[config.mk]
export PLATFORM = sky130hd
export DESIGN_NAME = move_queue
export DESIGN_NICKNAME = d
export VERILOG_FILES = /design/src/rtl/move_queue.sv
export SDC_FILE = /design/constraint.sdc
export NUM_CORES = 1
export LEC_CHECK = 0
export BUFFER_PORTS_ARGS = -buffer_cell sky130_fd_sc_hd__buf_2
export CAP_MARGIN = 20
export CORE_MARGIN = 4
export CORE_UTILIZATION = 34
export CTS_BUF_LIST = sky130_fd_sc_hd__clkbuf_2 sky130_fd_sc_hd__clkbuf_4 sky130_fd_sc_hd__clkbuf_8
export DETAILED_ROUTE_END_ITERATION = 16
export PLACE_DENSITY = 0.6
export RECOVER_POWER = 100
export SYNTH_ARGS = -nofsm -noshare
export SYNTH_HDL_FRONTEND = slang
export SYNTH_SLANG_ARGS = --single-unit
[constraint.sdc]
create_clock -name clk -period 7.7 [get_ports clk]
set_input_delay 0.385 -clock clk [delete_from_list [all_inputs] [get_ports clk]]
set_output_delay 0.385 -clock clk [all_outputs]
set_load 0.1 [all_outputs]
[src/rtl/move_queue.sv]
// ---------------------------------------------------------------------------
// move_queue
//
// Purpose:
//   Buffers relative move commands (feed rate plus five signed axis counts)
//   in a small FIFO and hands them one at a time to the motion stage. A
//   move is presented on the registered outputs together with a level
//   request, start_driving_main, that stays high until the motion stage
//   reports finish or error. The queue keeps at least one low cycle on
//   start_driving_main between consecutive moves. An endstop error flushes
//   every queued command and parks the block in FAULT until clear_fault.
//
// Ports:
//   clk                  rising-edge clock for all state
//   reset                synchronous, active-high reset
//   in_valid / in_ready  upstream command handshake
//   in_speed             feed rate of the offered command (microsteps/s)
//   in_num_x .. e1       signed relative move per axis (microsteps)
//   speed, num_*_m       registered command currently being executed
//   start_driving_main   level request to the motion stage
//   finish               motion stage done, only looked at while running
//   error                motion stage endstop error, only looked at while running
//   clear_fault          one-cycle pulse that leaves FAULT
//   busy                 running, in the gap cycle, or commands queued
//   count                queued commands not yet issued
//   fault                high while in FAULT
// ---------------------------------------------------------------------------
module move_queue #(
    parameter int DEPTH = 4
) (
    input  logic                   clk,
    input  logic                   reset,
    input  logic                   in_valid,
    output logic                   in_ready,
    input  logic [31:0]            in_speed,
    input  logic signed [31:0]     in_num_x,
    input  logic signed [31:0]     in_num_y,
    input  logic signed [31:0]     in_num_z,
    input  logic signed [31:0]     in_num_e0,
    input  logic signed [31:0]     in_num_e1,
    output logic [31:0]            speed,
    output logic signed [31:0]     num_x_m,
    output logic signed [31:0]     num_y_m,
    output logic signed [31:0]     num_z_m,
    output logic signed [31:0]     num_e0_m,
    output logic signed [31:0]     num_e1_m,
    output logic                   start_driving_main,
    input  logic                   finish,
    input  logic                   error,
    input  logic                   clear_fault,
    output logic                   busy,
    output logic [$clog2(DEPTH):0] count,
    output logic                   fault
);

    localparam int PW = $clog2(DEPTH);
    localparam int CW = PW + 1;
    localparam logic [CW-1:0] DEPTH_C = CW'(DEPTH);

    typedef enum logic [1:0] {
        S_IDLE,
        S_RUN,
        S_GAP,
        S_FAULT
    } state_t;

    state_t          r_state;
    state_t          w_nextState;

    logic [191:0]    r_mem [DEPTH];
    logic [PW-1:0]   r_wrPtr;
    logic [PW-1:0]   r_rdPtr;
    logic [CW-1:0]   r_count;

    logic [31:0]     r_speed;
    logic [31:0]     r_numX;
    logic [31:0]     r_numY;
    logic [31:0]     r_numZ;
    logic [31:0]     r_numE0;
    logic [31:0]     r_numE1;
    logic            r_start;

    logic [191:0]    w_entry;
    logic [191:0]    w_head;
    logic            w_headZero;
    logic            w_canAccept;
    logic            w_push;
    logic            w_pop;
    logic            w_issue;
    logic            w_flush;

    // Entry layout: speed in the top word, then x, y, z, e0, e1.
    assign w_entry    = {in_speed, in_num_x, in_num_y, in_num_z, in_num_e0, in_num_e1};
    assign w_head     = r_mem[r_rdPtr];
    assign w_headZero = (w_head[159:0] == '0);

    // Reset is folded in so that upstream never sees a ready while the
    // queue is being cleared.
    assign w_canAccept = !reset && (r_count < DEPTH_C) && (r_state != S_FAULT);
    assign w_push      = in_valid && w_canAccept;

    // Command storage; contents only matter between push and pop, so no reset.
    always_ff @(posedge clk) begin
        if (w_push) begin
            r_mem[r_wrPtr] <= w_entry;
        end
    end

    // State register.
    always_ff @(posedge clk) begin
        if (reset) begin
            r_state <= S_IDLE;
        end else begin
            r_state <= w_nextState;
        end
    end

    // Next-state logic. The head is popped in IDLE whether or not it is
    // issued: an all-zero move is simply dropped and IDLE tries again.
    always_comb begin
        w_nextState = r_state;
        w_pop       = 1'b0;
        w_issue     = 1'b0;
        w_flush     = 1'b0;
        case (r_state)
            S_IDLE: begin
                if (r_count != '0) begin
                    w_pop = 1'b1;
                    if (!w_headZero) begin
                        w_issue     = 1'b1;
                        w_nextState = S_RUN;
                    end
                end
            end
            S_RUN: begin
                if (error) begin
                    w_flush     = 1'b1;
                    w_nextState = S_FAULT;
                end else if (finish) begin
                    w_nextState = S_GAP;
                end
            end
            S_GAP: begin
                w_nextState = S_IDLE;
            end
            S_FAULT: begin
                if (clear_fault) begin
                    w_nextState = S_IDLE;
                end
            end
            default: begin
                w_nextState = S_IDLE;
            end
        endcase
    end

    // Pointers and occupancy. A flush also drops a command accepted in the
    // same cycle, so the queue is guaranteed empty on entry to FAULT.
    always_ff @(posedge clk) begin
        if (reset) begin
            r_wrPtr <= '0;
            r_rdPtr <= '0;
            r_count <= '0;
        end else if (w_flush) begin
            r_rdPtr <= r_wrPtr;
            r_count <= '0;
        end else begin
            if (w_push) begin
                r_wrPtr <= r_wrPtr + 1'b1;
            end
            if (w_pop) begin
                r_rdPtr <= r_rdPtr + 1'b1;
            end
            case ({w_push, w_pop})
                2'b10:   r_count <= r_count + 1'b1;
                2'b01:   r_count <= r_count - 1'b1;
                default: r_count <= r_count;
            endcase
        end
    end

    // Move outputs load only when a command is issued and otherwise hold,
    // so the last move stays visible through GAP, IDLE and FAULT. The
    // request is high exactly while the next state is RUN.
    always_ff @(posedge clk) begin
        if (reset) begin
            r_speed <= '0;
            r_numX  <= '0;
            r_numY  <= '0;
            r_numZ  <= '0;
            r_numE0 <= '0;
            r_numE1 <= '0;
            r_start <= 1'b0;
        end else begin
            r_start <= (w_nextState == S_RUN);
            if (w_issue) begin
                r_speed <= w_head[191:160];
                r_numX  <= w_head[159:128];
                r_numY  <= w_head[127:96];
                r_numZ  <= w_head[95:64];
                r_numE0 <= w_head[63:32];
                r_numE1 <= w_head[31:0];
            end
        end
    end

    assign in_ready           = w_canAccept;
    assign speed              = r_speed;
    assign num_x_m            = r_numX;
    assign num_y_m            = r_numY;
    assign num_z_m            = r_numZ;
    assign num_e0_m           = r_numE0;
    assign num_e1_m           = r_numE1;
    assign start_driving_main = r_start;
    assign count              = r_count;
    assign fault              = (r_state == S_FAULT);
    assign busy               = (r_state == S_RUN) || (r_state == S_GAP) || (r_count != '0);

endmodule

# == Yosys cells after proc, flatten, opt, wreduce, memory -nomap -nowiden ==
# Memories as Yosys holds them, arrays and structs flattened. A register that Yosys moved wholly into a read port is not among the register bits.
# Index checks and enable logic that the tools add are counted.
# word_totals
reg_bits,202
ramBits,768
output_inout_bits,199
memories,1
# op_classes
add_sub_neg,4
order_cmp,1
eq_ne,7
mux,20
n_bitwise,1
reduce_logical,13
# memory_table
name,words,word_bits,read_ports,rd_ports_with_merged_regs,write_ports,line_no,text
r_mem,4,192,1,1,1,70,logic [191:0] r_mem [DEPTH];
# op_table
operator,count
logical NOT 160 bit,1
two-way mux 2 bit,9
two-way mux 1 bit,9
one-hot mux 2 bit (4 select lines),1
"== test 2 x 1 -> 1 bit, second input constant",3
"== test 2 bit, second input constant",3
one-hot mux 3 bit (2 select lines),1
"adder 2 x 1 -> 2 bit, second input constant",2
nonzero test 2 bit,2
"adder 3 x 1 -> 3 bit, second input constant",1
logical AND 1 bit,3
"< comparator 3 bit, second input constant",1
nonzero test 3 bit,1
"subtractor 3 x 1 -> 3 bit, second input constant",1
logical NOT 2 bit,1
logical OR 1 bit,2
"!= test 2 bit, second input constant",1
AND reduction 2 bit,1
OR reduction 2 bit,1
logical NOT 1 bit,1
inverter 1 bit,1

# == Longest topological paths before layout ==
# Gate-level depths: netlist of run 1.
# logic_depth
ltp_word,7
ltp_mapped,13

# == Worst setup path after synthesis of run 1 ==
# No wires, ideal clock.
# synth_timing
path_type,reg-to-reg
startpoint,reg r_state[0]
endpoint,"mem r_mem[0][0], enable pin"
arrival_time_ns,7.875
slack_ns,-0.753
stages_incl_launch_ff,4
path_buffers,0
period_less_slack_ns,8.453
cell_sequence,dfxtp_1 > ha_1 > nor3_1 > and3_1
# synth_between
elab_chain_cells,5
# synth_rtl
item,line_no,text
"start, declared",67,state_t r_state;
"start signal, assigned",114,r_state <= w_nextState;
!= test 2 bit,99,assign w_canAccept = !reset && (r_count < DEPTH_C) && (r_state != S_FAULT);
logical AND 1 bit,99,
net in_ready,34,"output logic in_ready,"
logical AND 1 bit,100,assign w_push = in_valid && w_canAccept;
two-way mux 1 bit,104,if (w_push) begin
two-way mux 1 bit (implied by the code),105,r_mem[r_wrPtr] <= w_entry;
"end, declared",70,
# The timed path passes the listed nets, and every way through them passes these cells.

# == Worst setup path in the final report of run 1 ==
# layout_timing
startpoint,reg r_state[0]
endpoint,"mem r_mem[3][59], enable pin"
# layout_between
elab_chain_cells,5
# layout_rtl
item,line_no
!= test 2 bit,99
logical AND 1 bit,99
logical AND 1 bit,100
two-way mux 1 bit,104
two-way mux 1 bit (implied by the code),105
# Every way passes these cells.

==> metrics.txt, run 1 <==
Post-Syn Instances 2467; Clock Latency Late Sink 0.86 ns; unrepaired setup endpoints after global routing false; Slew HR -119%; post-synthesis cell type count 33; Post-synth EDFFs 768; Placeable Area 0.111 sq mm; Critical Path RT 8.06 ns; cell with the most instances after synthesis edfxtp_1; Layout area overhead 22.5%; met3 Usage GRT 8.59%; detailed placer's ending HPWL 77.4 mm; MaxCap Viol Count 49; vias per cell 5.19; Top Ports 397; total number of vias 24556; minimum clock period 5.93 ns; Antenna Violating Nets Remaining 0; hold path start finish; first-pass GRT wire length 173 mm; critical path capture point type flop; final core utilization 42.2%; placed cell count 4207; Reg2Reg Depth 4; Fillers 10292; busiest grt layer met2; Post-Layout Inst Area 0.0469 sq mm; layout cell share with drive strength beyond 1 16.4%; clk_skew 0.0607 ns; mean routed wirelength per cell 25.4 um; Slew @ Worst Pin 3.28 ns; Final Hold Viols 0; Initial Utilization 34.4%; Power Density 405 mW/mm^2; failing checks max-capacitance violations, max-slew violations; WS Path Type flop to flop; critical path launch point r_state[0]; DIE AREA 0.118 sq mm; R2R Setup Slk 1.77 ns; RR Endpoint r_mem[3][59]; register area share after synthesis 70.9%; DRT iter0 DRCs 1996; CTS Hold Bufs 196; Max FO, Critical Path 99; H-tree depth 4; crit-path cells ha_1 -> nor3_1 -> and3_1 -> clkbuf_2; Post-CTS Resized 0; CP peak stage delay 2.25 ns; Main synth FF type edfxtp_1; Routed WL 120 mm; pin count of the biggest net entering global routing 166; Port Buf Inserts 396; RR Startpoint r_state[0]; setup bufs post-CTS 0; post-synth top area cell edfxtp_1; synth cell count leaders 768 x edfxtp_1, 327 x nand2_1, 204 x dfxtp_1, 202 x nand4_1, 195 x nor2b_1; Overflow after GRT 0; FMAX 169 MHz; TritonCTS clock tree built; mean area per synthesized cell 15.5 sq um; Placer Congestion 0.779; fin. max-slew vios 523; status complete, but fails checks; DR DRC count 0; #FFs+latches synth 972; Worst setup endpoint r_mem[3][59]; # setup viols final 0; met1 Usage GRT 25.7%; CP max-delay cell clkbuf_2; Max clock buf depth 3; initial antenna violation count 13; Final nets 3293; Synth top area share 60.3%; Non-Filler Instances 4729; clock transition at the registers of the reported paths 0.06 ns; number of global-route vias before repair 24967; Pwr Total 19000 uW; Worst setup SP type flop; Peak VDD IR 387 uV; asr flop ratio synth 0%; fin crit share 77.0%; worst hold path type primary input to flop; Yosys warning count 0; Pleak 0.0155 uW; GRT Util Overall 20.1%; drt pass-1 iters 6; synthesized area 0.0383 sq mm; die height 343 um; Net Count, Synth 2675; GRT met2 Usage 30.5%; root buffer cell clkbuf_8; cell row count 122; worst path arrival time 6.29 ns; CTS buffer count 168; die width 343 um; setup tns final 0 ns; placed cell area 0.0419 sq mm; Synth area leaders edfxtp_1 60%, mux4_2 11%, dfxtp_1 11%; TritonCTS Sinks 972
## layout make-up
| class | instances | area [sq um] | area share (%) |
|---|---|---|---|
| Clock inverter | 63 | 513 | 1.09 |
| Inverter | 11 | 41.3 | 0.0881 |
| Timing Repair Buffer | 631 | 3920 | 8.36 |
| Multi-Input combinational cell | 1301 | 10300 | 22.0 |
| Tap cell | 1488 | 1860 | 3.97 |
| Clock buffer | 254 | 3080 | 6.56 |
| Antenna cell | 9 | 22.5 | 0.0480 |
| Sequential cell | 972 | 27200 | 57.9 |
## worst min path at each step
stage	cells after the start	endpoint
finish	5	r_state[0]
global route	5	r_state[1]
CTS	5	r_state[0]
detailed placement	2	r_wrPtr[1]
global placement	2	r_wrPtr[1]
floorplan	2	r_wrPtr[1]
## report_power, final
group	switching [uW]	internal, uW	total, uW
combinational	5610	1650	7260
sequential	431	6360	6790
clock	2180	2750	4930
total	8220	10800	19000
## logic make-up (layout without fill, tap and decap cells)
kind of cell    Yosys count  in the layout  synth area share [%]
simple gates           1016           1016                  13.8
flops                   972            972                  70.9
buf+inv                 194            959                  2.19
mux                     192            192                  11.3
compound gates           77             77                  1.26
fa+ha+maj                10             10                 0.347
xor+xnor                  6              6                 0.137
other cells               0              9                     0
## cells in the final DEF, fill, tap and decap left out, drive strengths merged, types with 3 or more instances in the layout
cell,count
nor2,7
dlygate4sd3,196
nand2,327
mux4,192
o21ai,35
xor2,3
clkinv,48
a22oi,33
inv,20
nor3,7
bufinv,5
clkbuf,652
nor2b,195
a21oi,3
nor4,42
xnor2,3
nand3,193
diode,9
buf,37
dfxtp,204
and3,36
nand4,202
ha,9
edfxtp,768
## critical path: cells and delay by family, from the launching register on
family,cells,cell delay [ns]
buf+inv,1,2.25
simple gates,2,2.16
flops,1,0.36
fa+ha+maj,1,0.24
## sequential cells by signal, summed over array words and instances, names as in the netlist, named ones only
signal	count
count	3
num_e0_m	32
num_e1_m	32
num_x_m	32
num_y_m	32
num_z_m	32
r_mem	768
r_rdPtr	2
r_state	2
r_wrPtr	2
speed	32
start_driving_main	1
## through the flow
step	setup slack, ns	hold slack, ns
2_1_floorplan	1.32	0.481
4_1_cts	2.73	0.00957
6_report	1.77	0.0984
3_3_place_gp	2.82	0.511
5_1_grt	1.36	0.116
3_5_place_dp	2.76	0.512
## layer usage
metal	routed length, um	up-vias
met5	21	-
met4	4000	4
met3	12900	198
met2	54700	924
met1	48500	12524
li1	-	10906
Power figures use the tool's default switching activity.
==> run 2: changes to the inputs <==
ABC_AREA = 1   (was unset)
PLACE_DENSITY = 0.62   (was 0.6)
clock period = 4.97 ns   (was 7.7 ns; I/O delays follow)
==> run 2 against run 1 <==
Net effect:
- the flow still finishes with violations (max-capacitance violations, max-slew violations)
- critical path depth up 13
- synthesized area up 1.2%
- setup slack worse by 1.4 ns
- die area up 1.1%
- global-route usage down 2.5 points
- routed wire length down 9.9%
==> metrics.txt, run 2 <==
Fillers 10848 (+5.4%); Max clock buf depth 3 (unchanged); worst path bufs/invs 4 (+3); CP peak stage delay 0.73 ns (-1.52 ns); #FFs+latches synth 972 (unchanged); critical path capture point type flop; R2R Setup Slk 0.38 ns (-1.39 ns); root buffer cell clkbuf_8; TritonCTS clock tree built; mean routed wirelength per cell 17.9 um (-30%); area of the multi-input gates 0.00926 sq mm (-10%); Net Count, Synth 3983 (+49%); clk_skew 0.0412 ns (-0.0196 ns); Pleak 0.0190 uW (+23%); H-tree depth 4 (unchanged); unrepaired setup endpoints after global routing false; die width 345 um (+0.57%); Reg with most FFs r_mem; Post-Layout Inst Area 0.0471 sq mm (+0.54%); die height 345 um (+0.57%); Main synth FF type edfxtp_1; Post-Syn Instances 3775 (+53%); Reg2Reg Depth 17 (+13); Routed WL 108 mm (-9.9%); failing checks max-capacitance violations, max-slew violations; register area share after synthesis 70.1% (-0.82 points); pin count of the biggest net entering global routing 121 (-27%); Port Buf Inserts 396 (unchanged); post-synthesis cell type count 28 (-15%); FMAX 218 MHz (+29%); Top Ports 397 (unchanged); worst path arrival time 5.33 ns (-0.96 ns); synthesized area 0.0387 sq mm (+1.2%); most frequent cells in the layout 1270 x nand2_1, 768 x edfxtp_1, 506 x nor2_1; hold path start in_speed[0]; setup tns final 0 ns (unchanged); Clock Latency Late Sink 0.83 ns (-0.03 ns); Placer Congestion 0.794 (+2.0%); DR DRC count 0 (unchanged); CP max-delay cell dfxtp_4; DIE AREA 0.119 sq mm (+1.1%); layout cell share with drive strength beyond 1 7.72% (-8.7 points); Overflow after GRT 0 (unchanged); Slew HR -130% (-11 points); largest delay contributor family on the critical path simple AND/OR/NAND/NOR gates; cell row count 123 (+0.82%); WS Path Type flop to flop; hold path depth 2 (-3); crit-path cells inv_8 -> buf_4 -> nand2_1 -> nand3_1 -> nand2_1 -> nand2_1 -> nor2_1 -> nand2_1 -> nor2_1 -> nand2_1 -> nor2_1 -> nand3_2 -> buf_4 -> nand2_1 -> nand2_1 -> a21oi_1 -> dlygate4sd3_1; minimum clock period 4.59 ns (-1.34 ns); RR Endpoint r_state[1]; post-synth top area cell edfxtp_1; status complete, but fails checks; fin. max-slew vios 698 (+33%); MaxCap Viol Count 12 (-76%); Layout area overhead 21.8%; drt pass-1 iters 5 (-1); vias per cell 4.54 (-12%); register area 0.0272 sq mm (about the same); total number of vias 27520 (+12%); Synth area leaders edfxtp_1 60%, nand2_1 12%, dfxtp_1 11%; Power Density 590 mW/mm^2 (+46%); Synth top area share 59.6% (-0.70 points); WHS Endpoint r_mem[3][160]; Critical Path RT 5.71 ns (-2.35 ns); # setup viols final 0 (unchanged); Final nets 4601 (+40%); Max FO, Critical Path 118 (+19%); cell with the most instances after synthesis nand2_1; initial antenna violation count 28 (+15); detailed placer's ending HPWL 66.9 mm (-14%); fin crit share 92.4% (+15 points); Initial Utilization 34.3% (-0.11 points); Yosys warning count 0 (unchanged); asr flop ratio synth 0% (unchanged); GRT Util Overall 17.5% (-2.5 points); Antenna Violating Nets Remaining 0 (unchanged); first-pass GRT wire length 161 mm (-6.6%); Post-synth EDFFs 768 (unchanged); Final Hold Viols 0 (unchanged); CP most frequent cell nand2_1; Worst setup SP type flop; worst hold path type primary input to flop; clock transition at the registers of the reported paths 0.06 ns (about the same); Pwr Total 27800 uW (+46%); CTS buffer count 165 (-1.8%); mean area per synthesized cell 10.3 sq um (-34%); Peak VDD IR 576 uV (+49%); DRT iter0 DRCs 1913 (-4.2%); Slew @ Worst Pin 3.45 ns (+0.163 ns); TritonCTS Sinks 972 (unchanged); number of global-route vias before repair 26121 (+4.6%); placed cell area 0.0423 sq mm (+0.99%); Placeable Area 0.113 sq mm (+1.5%); most common cell after layout, fill and taps aside nand2_1; Largest register FFs 768 (unchanged); synth cell count leaders 1271 x nand2_1, 768 x edfxtp_1, 506 x nor2_1, 359 x inv_1, 321 x nand3_1
run 2: cell count changes in the layout (fill, tap and decap cells not counted), moves of 41 or more:
cell,before,now
nand2_1,327,1270
nor2_1,6,506
inv_1,11,359
nor2b_1,195,0
nand4_1,202,9
mux4_2,192,0
nand3_1,193,321
nor4_1,41,0
run 2: timing repair:
item,CTS,global route
resized for setup,0,0
buffers inserted,0,0
hold buffers,200,0
hold endpoints to repair,795,0
run 2: kinds of logic after synthesis:
family / synth area share [%]
buffers and inverters: 6.01
adders and majority gates: 0.343
AOI/OAI and AO/OA: 1.58
and+or+nand+nor: 21.9
DFF: 70.1
xor gates and xnor gates: 0.0453
run 2: worst max path at each step:
stage | from | depth (start not counted) | slack, ns | endpoint
3_5_place_dp | flop | 17 | 0.45 | num_y_m[0]
5_1_grt | flop | 17 | 0.03 | num_y_m[5]
6_report | flop | 17 | 0.38 | r_state[1]
2_1_floorplan | r_state[0] | 4 | -0.04 | r_mem[0][0]
3_3_place_gp | flop | 17 | 0.49 | num_e0_m[28]
4_1_cts | flop | 18 | 0.29 | start_driving_main
run 2: layout make-up:
cell class                      count  share of cell area (%)
Antenna cell                       22                   0.117
Clock buffer                      250                    6.48
Clock inverter                     58                   0.953
Inverter                          362                    2.92
Multi-Input combinational cell   2251                    19.6
Sequential cell                   972                    57.6
Tap cell                         1500                    3.98
Timing Repair Buffer              641                    8.31
run 2: through the flow:
| step | util [%] | cells | worst slack (ns) | hold slack [ns] |
|---|---|---|---|---|
| floorplan | - | 3775 | -0.0447 | 0.310 |
| detailed placement | 37.5 | 5526 | 0.450 | 0.464 |
| finish | 41.8 | 6056 | 0.377 | 0.228 |
| CTS | 42.4 | 6034 | 0.287 | 0.0713 |
| global placement | 37.5 | 5526 | 0.488 | 0.461 |
| global route | 41.8 | 6050 | 0.0336 | 0.168 |
run 2: where the power goes:
part           leakage, uW  internal, uW  switching (uW)
clock              0.00187          4170            3330
combinational      0.00847          2140            8070
sequential         0.00865          9670             419
total               0.0190         16000           11800
run 2: metal layers:
metal / GRT usage, % / routed length [um] / vias up
met5: 0 / 13 / -
met4: 6.10 / 2760 / 2
met3: 4.42 / 6560 / 171
met2: 28.7 / 52200 / 732
met1: 22.7 / 46700 / 13104
li1: - / - / 13511
